**config.mk**
```make
export PLATFORM = sky130hd
export DESIGN_NAME = serial_frame_header_rx
export DESIGN_NICKNAME = d
export VERILOG_FILES = /design/src/rtl/serial_frame_header_rx_pkg.sv /design/src/rtl/serial_frame_header_rx_shift_in_reg.sv /design/src/rtl/serial_frame_header_rx.sv
export SDC_FILE = /design/constraint.sdc
export NUM_CORES = 1
export LEC_CHECK = 0
export CAP_MARGIN = 25
export CORE_MARGIN = 1
export CORE_UTILIZATION = 45
export DETAILED_ROUTE_END_ITERATION = 10
export HOLD_SLACK_MARGIN = 0.08
export PLACE_DENSITY = 0.72
export SLEW_MARGIN = 20
export SYNTH_ARGS = -nofsm -noshare
export SYNTH_HDL_FRONTEND = slang
export SYNTH_SLANG_ARGS = --single-unit
```
**constraint.sdc**
```tcl
create_clock -name clk -period 3.3 [get_ports clk]
set_input_delay 0.99 -clock clk [delete_from_list [all_inputs] [get_ports clk]]
set_output_delay 0.99 -clock clk [all_outputs]
set_load 0.1 [all_outputs]
```
**src/rtl/serial_frame_header_rx_pkg.sv**
```systemverilog
// serial_frame_header_rx_pkg: shared state encoding and default field widths for the serial transfer path
package serial_frame_header_rx_pkg;
  typedef enum logic [1:0] {
    IDLE  = 2'd0,
    PORT  = 2'd1,
    COUNT = 2'd2,
    DATA  = 2'd3
  } state_e;
  localparam int DEF_PORT_W = 2;
  localparam int DEF_CNT_W  = 8;
endpackage

```
**src/rtl/serial_frame_header_rx_shift_in_reg.sv**
```systemverilog
// shift_in_reg: MSB-first serial-in shift register with shift enable and asynchronous clear
module shift_in_reg #(
  parameter int W = 8
) (
  input  logic         clk,
  input  logic         rst,
  input  logic         sh,
  input  logic         d,
  output logic [W-1:0] q
);
  logic [W-1:0] sr_q, sr_d;
  always_comb sr_d = sh ? ((sr_q << 1) | W'(d)) : sr_q;
  always_ff @(posedge clk or posedge rst)
    if (rst) sr_q <= '0;
    else     sr_q <= sr_d;
  assign q = sr_q;
endmodule

```
**src/rtl/serial_frame_header_rx.sv**
```systemverilog
// serial_frame_header_rx: detects a start bit, shifts in port/length fields and enables the transfer stage for the data phase
module serial_frame_header_rx
  import serial_frame_header_rx_pkg::*;
#(
  parameter int PORT_W = DEF_PORT_W,
  parameter int CNT_W  = DEF_CNT_W
) (
  input  logic              clk,
  input  logic              rst,
  input  logic              serIn,
  input  logic              done,
  output logic [CNT_W-1:0]  nt,
  output logic [PORT_W-1:0] port,
  output logic              en,
  output logic              busy,
  output logic              frame_err
);
  localparam int MAXW = (PORT_W > CNT_W) ? PORT_W : CNT_W;
  localparam int CW   = $clog2(MAXW) + 1;
  state_e        state_q, state_d;
  logic [CW-1:0] cnt_q, cnt_d;
  logic          en_q, en_d, err_q, err_d;
  logic          sh_port, sh_nt, last_bit, nt_nonzero;
  always_comb begin
    state_d    = state_q;
    cnt_d      = cnt_q;
    err_d      = 1'b0;
    sh_port    = state_q == PORT;
    sh_nt      = state_q == COUNT;
    last_bit   = cnt_q == CW'(sh_port ? PORT_W - 1 : CNT_W - 1);
    // the field value including the bit being sampled this edge
    nt_nonzero = ((nt << 1) | CNT_W'(serIn)) != '0;
    unique case (state_q)
      IDLE: begin
        state_d = serIn ? IDLE : PORT;
        cnt_d   = '0;
      end
      PORT: begin
        state_d = last_bit ? COUNT : PORT;
        cnt_d   = last_bit ? '0 : cnt_q + CW'(1);
      end
      COUNT: begin
        state_d = !last_bit ? COUNT : nt_nonzero ? DATA : IDLE;
        cnt_d   = last_bit ? '0 : cnt_q + CW'(1);
        err_d   = last_bit && !nt_nonzero;
      end
      DATA: state_d = done ? IDLE : DATA;
      default: state_d = IDLE;
    endcase
    en_d = state_d == DATA;
  end
  always_ff @(posedge clk or posedge rst)
    if (rst) begin
      state_q <= IDLE;
      cnt_q   <= '0;
      en_q    <= 1'b0;
      err_q   <= 1'b0;
    end else begin
      state_q <= state_d;
      cnt_q   <= cnt_d;
      en_q    <= en_d;
      err_q   <= err_d;
    end
  shift_in_reg #(.W(PORT_W)) u_port (.clk(clk), .rst(rst), .sh(sh_port), .d(serIn), .q(port));
  shift_in_reg #(.W(CNT_W))  u_nt   (.clk(clk), .rst(rst), .sh(sh_nt),   .d(serIn), .q(nt));
  assign en        = en_q;
  assign busy      = state_q != IDLE;
  assign frame_err = err_q;
endmodule

```
Word-level counts from Yosys, hierarchy flattened --
Index checks and enable logic that the tools add are counted.
Storage, ports and cells: input bits 4, output and inout port bits 13, word-level logic and storage cells 31, register bits after elaboration 18
Cells by class: reduce and logical (&&, ||, !) cells 7, eq/ne operators 5, bitwise logic cells 2, mux-type cells 10, add/subtract/negate cells 1
Operators by type and width (number):
- two-way mux 2 bit | 4
- OR 8 x 1 -> 8 bit | 1
- one-hot mux 2 bit (4 select lines) | 1
- one-hot mux 4 bit (2 select lines) | 1
- nonzero test 8 bit | 1
- == test 2 bit, second input constant | 3
- adder 4 x 1 -> 4 bit, second input constant | 1
- == test 4 x 3 -> 1 bit | 1
- two-way mux 4 bit | 1
- nonzero test 2 bit | 2
- two-way mux 3 bit | 1
- == test 2 x 1 -> 1 bit, second input constant | 1
- logical NOT 2 bit | 1
- two-way mux 1 bit | 2
- OR 2 x 1 -> 2 bit | 1
- OR reduction 2 bit | 1
- logical AND 1 bit | 1
- logical NOT 1 bit | 1

Logic depth before layout (Yosys ltp) --
Gate-level depths: netlist of the first run.
depth in word-level cells 6, mapped depth 6, depth with buffers taken out 6

By module --
A second synthesis of the first run with hierarchy kept.
Unflattened totals: cell total of the unflattened synthesis 78, area total of the unflattened synthesis 962.2 um^2
Modules (own cells, without submodules):
- serial_frame_header_rx | instances 1, cells each 55, seq. area each 200.2 um^2, area an instance 550.5 um^2
- shift_in_reg (u_nt) | instances 1, cells each 18, seq. area each 200.2 um^2, area an instance 335.3 um^2
- shift_in_reg (u_port) | instances 1, cells each 5, seq. area each 50.0 um^2, area an instance 76.3 um^2

Worst setup path after synthesis of the first run --
OpenSTA, ideal clock, no wires.
kind reg-to-output, from register state_q[0], to output busy, arrival 1.224 ns, cell stages (with the launch flop) 4, slack 1.086 ns, buffers on the path 0, data required time 2.310 ns, path through dfrtp_1 -> inv_1 -> ha_1 -> inv_1
On the way: cells in the longest elaborated chain, start to end 1
RTL lines:
- from (decl) | line serial_frame_header_rx.sv:20 | state_e state_q, state_d;
- from (signal assigned) | line serial_frame_header_rx.sv:59 | state_q <= state_d;
- nonzero test 2 bit | line serial_frame_header_rx.sv:67 | assign busy = state_q != IDLE;
- to (decl) | line serial_frame_header_rx.sv:15 | output logic busy,
Every way passes these cells.

Final worst setup path of the first run --
Ends and elaborated chain as after synthesis.

==> flow_metrics.py, run 1 <==
metrics = {
    "outcome": {
        "outcome": "complete, no violations",
    },
    "routing": {
        "avgRoutedWirePerCell_um": 12.88,
        "drc": 0,
        "via_per_inst": 5.111,
        "dr.pass1.iters": 3,
        "vias": 644,
        "drt-initial-drc-count": 4,
        "final_antenna_net_count": 0,
        "drt_wl_total_um": 1623,
    },
    "cts": {
        "cts_sinks": 18,
        "clk_path_buf_depth": 2,
        "post_cts_buffers": 0,
        "cts_buffers": 3,
        "cts_resized": 0,
        "cts_root_buffer": "clkbuf_4",
        "clk_latency_ps": 290,
        "cts_hold_buf": 0,
        "cts_tree": "yes",
        "htree_levels": 1,
        "clkTransAtPathRegs_ps": 110,
    },
    "placement": {
        "gp_congestion": 0.7193,
        "placed_area_um2": 1081,
        "io_buffers": 16,
        "dp_hpwl_um": 1224,
    },
    "layout": {
        "final_nets": 111,
        "seqCellArea_um2": 450.4,
        "fillers": 179,
        "stdcell_area_um2": 1117,
        "post-route-util_pct": 57.54,
        "area.growth.synth_to_final_pct": 20.35,
        "layout-drive-gt1-share_pct": 31.31,
        "antennaDiodeCount": 0,
        "multiInputGateArea_um2": 442.9,
    },
    "floorplanning": {
        "chipWidth_um": 47.42,
        "ios": 17,
        "die_height_um": 47.42,
        "row_count": 16,
        "die_area_um2": 2249,
        "core_um2": 1942,
        "start_util_pct": 47.81,
    },
    "timing": {
        "maxSlewViolCount": 0,
        "finalSetupViolations": 0,
        "period_share_pct": 69.83,
        "tightest_slew_ps": 694.5,
        "finalHoldViolations": 0,
        "fin_setup_tns_ps": 0,
        "rsz0062_at_grt": "no",
        "timing.fmax_mhz": 433.9,
        "fin_skew_ps": 4.188,
        "min_period_ps": 2305,
        "slew_headroom_pct": 53.65,
    },
    "synthesis": {
        "synth.most_common_cell": "dfrtp_1",
        "synthesis.area_um2": 928.4,
        "synthFlopType": "dfrtp_1",
        "synthDistinctLibCells": 29,
        "ys_seq_area_share_pct": 48.52,
        "synth_async_sr_flop_share_pct": 100.0,
        "syn_inst": 81,
        "synth-seq-cells": 18,
        "synth_top_area_share_pct": 48.52,
        "synth_warnings": 0,
        "syn_avg_cell_area_um2": 11.46,
        "synth_edf_count": 0,
        "syn_nets": 92,
        "synth_area_leaders": "dfrtp_1 (49%), mux2_2 (9.7%), ha_1 (9.4%)",
        "synth_common_cells": "dfrtp_1 (18), nand2_1 (10), mux2_2 (8)",
        "yosysTopAreaCell": "dfrtp_1",
    },
    "setup_path": {
        "startpoint": "state_q[0]",
        "cpMostUsedCell": "inv_1",
        "end_kind": "output pin",
        "crit_fanout": 4,
        "startpoint_type": "flip-flop",
        "r2r_start": "state_q[1]",
        "slowest_delay_ps": 420,
        "crit_buf_inv": 3,
        "crit_family": "flip-flops",
        "crit_required_ps": 2310,
        "cp_slowest_cell": "dfrtp_1",
        "arrival_ps": 1310,
        "critPathKind": "reg2out",
        "crit_chain": "inv_1 > ha_1 > inv_1 > buf_4",
    },
    "global_routing": {
        "grt_pass1_wl_um": 2608,
        "grt_pass1_vias": 583,
        "grt_max_degree": 19,
        "overflow": 0,
        "grtUsageTotal_pct": 16.97,
        "antenna_found_initial": 0,
    },
    "flow_run": {
        "maxCapViolCount": 0,
    },
    "worst_hold_path": {
        "min_from": "u_port.q[1]",
        "hp-class": "reg2reg",
    },
}
==> cell usage in the layout (no fill, tap or decap), drive strengths merged <==
| cell | synthesis | final |
|---|---|---|
| and2b | 1 | 1 |
| inv | 7 | 7 |
| o311ai | 1 | 1 |
| o21ai | 3 | 3 |
| ha | 7 | 7 |
| o31a | 1 | 1 |
| nand2 | 11 | 11 |
| nor4 | 2 | 2 |
| a41oi | 1 | 1 |
| dfrtp | 18 | 18 |
| nor3 | 1 | 1 |
| nor2 | 4 | 4 |
| a21o | 2 | 2 |
| nand3 | 2 | 2 |
| a21oi | 1 | 1 |
| clkbuf | 1 | 4 |
| and3b | 1 | 1 |
| nand4 | 1 | 1 |
| buf | 1 | 13 |
| clkdlybuf4s50 | 0 | 3 |
| o221ai | 1 | 1 |
| nand2b | 1 | 1 |
| mux2 | 10 | 10 |
| o41ai | 1 | 1 |
| nor3b | 2 | 2 |
==> worst reg2reg max path: cells and delay by family (launching register included) <==
kind	cells	cell delay, ps
and+or+nand+nor	2	310
DFF	1	430
AOI/OAI and AO/OA	2	510
adders and majority gates	1	300
buffers and inverters	1	110
==> state kept, by name, indices dropped and copies added, names as in the netlist <==
signal     flops
cnt_q          4
en             1
frame_err      1
state_q        2
u_nt.q         8
u_port.q       2
==> path summary, 6_finish.rpt <==
kind / end / slack [ps] / cells after the start
max: busy / 1000 / 4
min: u_port.q[1] / 500 / 1
max reg2reg: state_q[0] / 1540 / 6
min reg2reg: u_port.q[1] / 500 / 1
max in group asynchronous: u_nt.q[5] / 1760 / 2
min in group asynchronous: cnt_q[3] / 1090 / 2
==> metrics by stage <==
stage / hold WS [ps] / std cells / setup slack (ps)
floorplan: 483.1 / 81 / 1086
global placement: 469.3 / 122 / 921.0
detailed placement: 480.7 / 122 / 884.7
CTS: 507.3 / 126 / 985.0
global route: 525.8 / 126 / 909.7
finish: 499.9 / 126 / 995.5
==> layout make-up <==
| type | instances | share of cell area, % |
|---|---|---|
| multi-input combinational | 54 | 39.64 |
| clock buffer | 4 | 3.247 |
| timing repair buffer | 16 | 11.42 |
| tap | 27 | 3.024 |
| inverter | 7 | 2.352 |
| sequential | 18 | 40.31 |
==> routing by layer <==
layer / global-route usage, % / routed length, um
met5: 0 / 0
met4: 8.571 / 29
met3: 3.019 / 45
met1: 21.88 / 724
met2: 27.40 / 823
==> logic make-up after synthesis <==
logic type | after synthesis | synth area share, %
simple gates | 26 | 14.83
flops | 18 | 48.52
compound gates | 11 | 11.32
mux | 10 | 12.13
buf+inv | 9 | 3.773
fa+ha+maj | 7 | 9.434
Power of run 1 is not shown: default switching activity piles up to over one toggle a cycle in this logic, so the estimate is an artifact.
==> run 2: changes to the inputs <==
==> constraint.sdc (replaced) <==
create_clock -name clk -period 2.2 [get_ports clk]
set_input_delay 0.66 -clock clk [delete_from_list [all_inputs] [get_ports clk]]
set_output_delay 0.66 -clock clk [all_outputs]
set_load 0.1 [all_outputs]
==> flow_metrics.py, run 2 (synthesis results as in run 1) <==
metrics = {
    "floorplanning": {
        "die_area_um2": 2249,
        "ios": 17,
        "row_count": 16,
        "start_util_pct": 47.81,
        "core_um2": 1942,
        "chipWidth_um": 47.42,
        "die_height_um": 47.42,
    },
    "global_routing": {
        "grt_max_degree": 19,
        "overflow": 0,
        "grtUsageTotal_pct": 16.68,
        "antenna_found_initial": 0,
        "grt_pass1_wl_um": 2559,
        "grt_pass1_vias": 586,
    },
    "cts": {
        "cts_hold_buf": 0,
        "cts_tree": "yes",
        "cts_buffers": 3,
        "post_cts_buffers": 0,
        "clk_latency_ps": 280,
        "cts_sinks": 18,
        "htree_levels": 1,
        "clk_path_buf_depth": 2,
        "cts_resized": 0,
        "cts_root_buffer": "clkbuf_4",
        "clkTransAtPathRegs_ps": 100,
    },
    "worst_hold_path": {
        "hp-class": "reg2reg",
        "whs_endpoint": "u_port.q[1]",
        "min_from": "u_port.q[1]",
        "hold-path-cell-count": 1,
    },
    "layout": {
        "area.growth.synth_to_final_pct": 30.59,
        "seqCellArea_um2": 450.4,
        "layout-drive-gt1-share_pct": 32.00,
        "layout_commonest_cell": "dfrtp_1",
        "fillers": 176,
        "multiInputGateArea_um2": 442.9,
        "antennaDiodeCount": 0,
        "instances_no_fill": 127,
        "mostFrequentLayoutCells": "dfrtp_1 (18), nand2_1 (10), mux2_2 (8)",
        "final_nets": 112,
        "largest_reg_flops": 8,
    },
    "routing": {
        "dr.pass1.iters": 4,
        "drt_wl_total_um": 1563,
        "vias": 650,
        "final_antenna_net_count": 0,
        "avgRoutedWirePerCell_um": 12.31,
        "via_per_inst": 5.118,
        "drc": 0,
        "drt-initial-drc-count": 9,
    },
    "setup_path": {
        "cp_slowest_cell": "dfrtp_1",
        "cpMostUsedCell": "inv_1",
        "reg2reg_depth": 6,
        "crit_required_ps": 1540,
        "arrival_ps": 1260,
        "crit_fanout": 4,
        "r2r_slack_ps": 410,
        "r2r_end": "state_q[0]",
        "r2r_start": "state_q[1]",
        "slowest_delay_ps": 420,
        "crit_chain": "inv_1 > ha_1 > inv_1 > buf_12",
        "critPathKind": "reg2out",
        "startpoint_type": "flip-flop",
        "end_kind": "output pin",
    },
    "timing": {
        "timing.fmax_mhz": 521.6,
        "fin_setup_tns_ps": 0,
        "finalHoldViolations": 0,
        "fin_skew_ps": 6.892,
        "finalSetupViolations": 0,
        "min_period_ps": 1917,
        "maxSlewViolCount": 0,
        "period_share_pct": 87.14,
        "worst_hold_slack_ps": 512.1,
        "rsz0062_at_grt": "no",
        "tightest_slew_ps": 450.1,
        "slew_headroom_pct": 70.00,
    },
    "placement": {
        "io_buffers": 16,
        "gp_congestion": 0.7898,
        "dpl.cell_count": 123,
        "dp_hpwl_um": 1182,
    },
    "flow_run": {
        "maxCapViolCount": 0,
    },
    "outcome": {
        "outcome": "complete, no violations",
    },
}
## run 2: cell count changes in the layout (fill, tap and decap cells not counted)
cell	previous run	this run
buf_4	13	7
buf_12	0	7
## run 2: how the worst max path moves through the flow
stage	start	to	slack [ps]	cells past startpoint
final	state_q[0]	busy	280	4
after global placement	serIn	state_q[0]	160	5
after global routing	state_q[0]	busy	200	4
after detailed placement	serIn	state_q[0]	140	5
after floorplan	state_q[0]	busy	320	3
after CTS	state_q[0]	busy	260	4
## run 2: final cells by class
class,instances,area share [%]
repair buffers,17,18.37
clock buffers,4,2.993
multi-input cells,54,36.53
inverters,7,2.167
well taps,27,2.786
flip-flops and latches,18,37.15
## run 2: per-stage QoR
step	area (um^2)	setup WS, ps	utilization [%]
3_3_place_gp	1176	156.8	60.57
4_1_cts	1212	260.3	62.44
5_1_grt	1212	204.1	62.44
3_5_place_dp	1176	140.4	60.57
2_1_floorplan	928.4	315.9	-
6_report	1212	282.8	62.44
## run 2: routing by layer
metal	part of all wire, %	track usage [%]
met1	46	22.22
met4	0.90	5.143
met3	4.7	4.151
met5	0	0
met2	48	26.85
## run 2: critical path: cells and delay by family (launching register included)
family | cells | cell delay [ps]
DFF | 1 | 420
buffers and inverters | 3 | 360
adders and majority gates | 1 | 200
Power of run 2 is left out for the same reason.
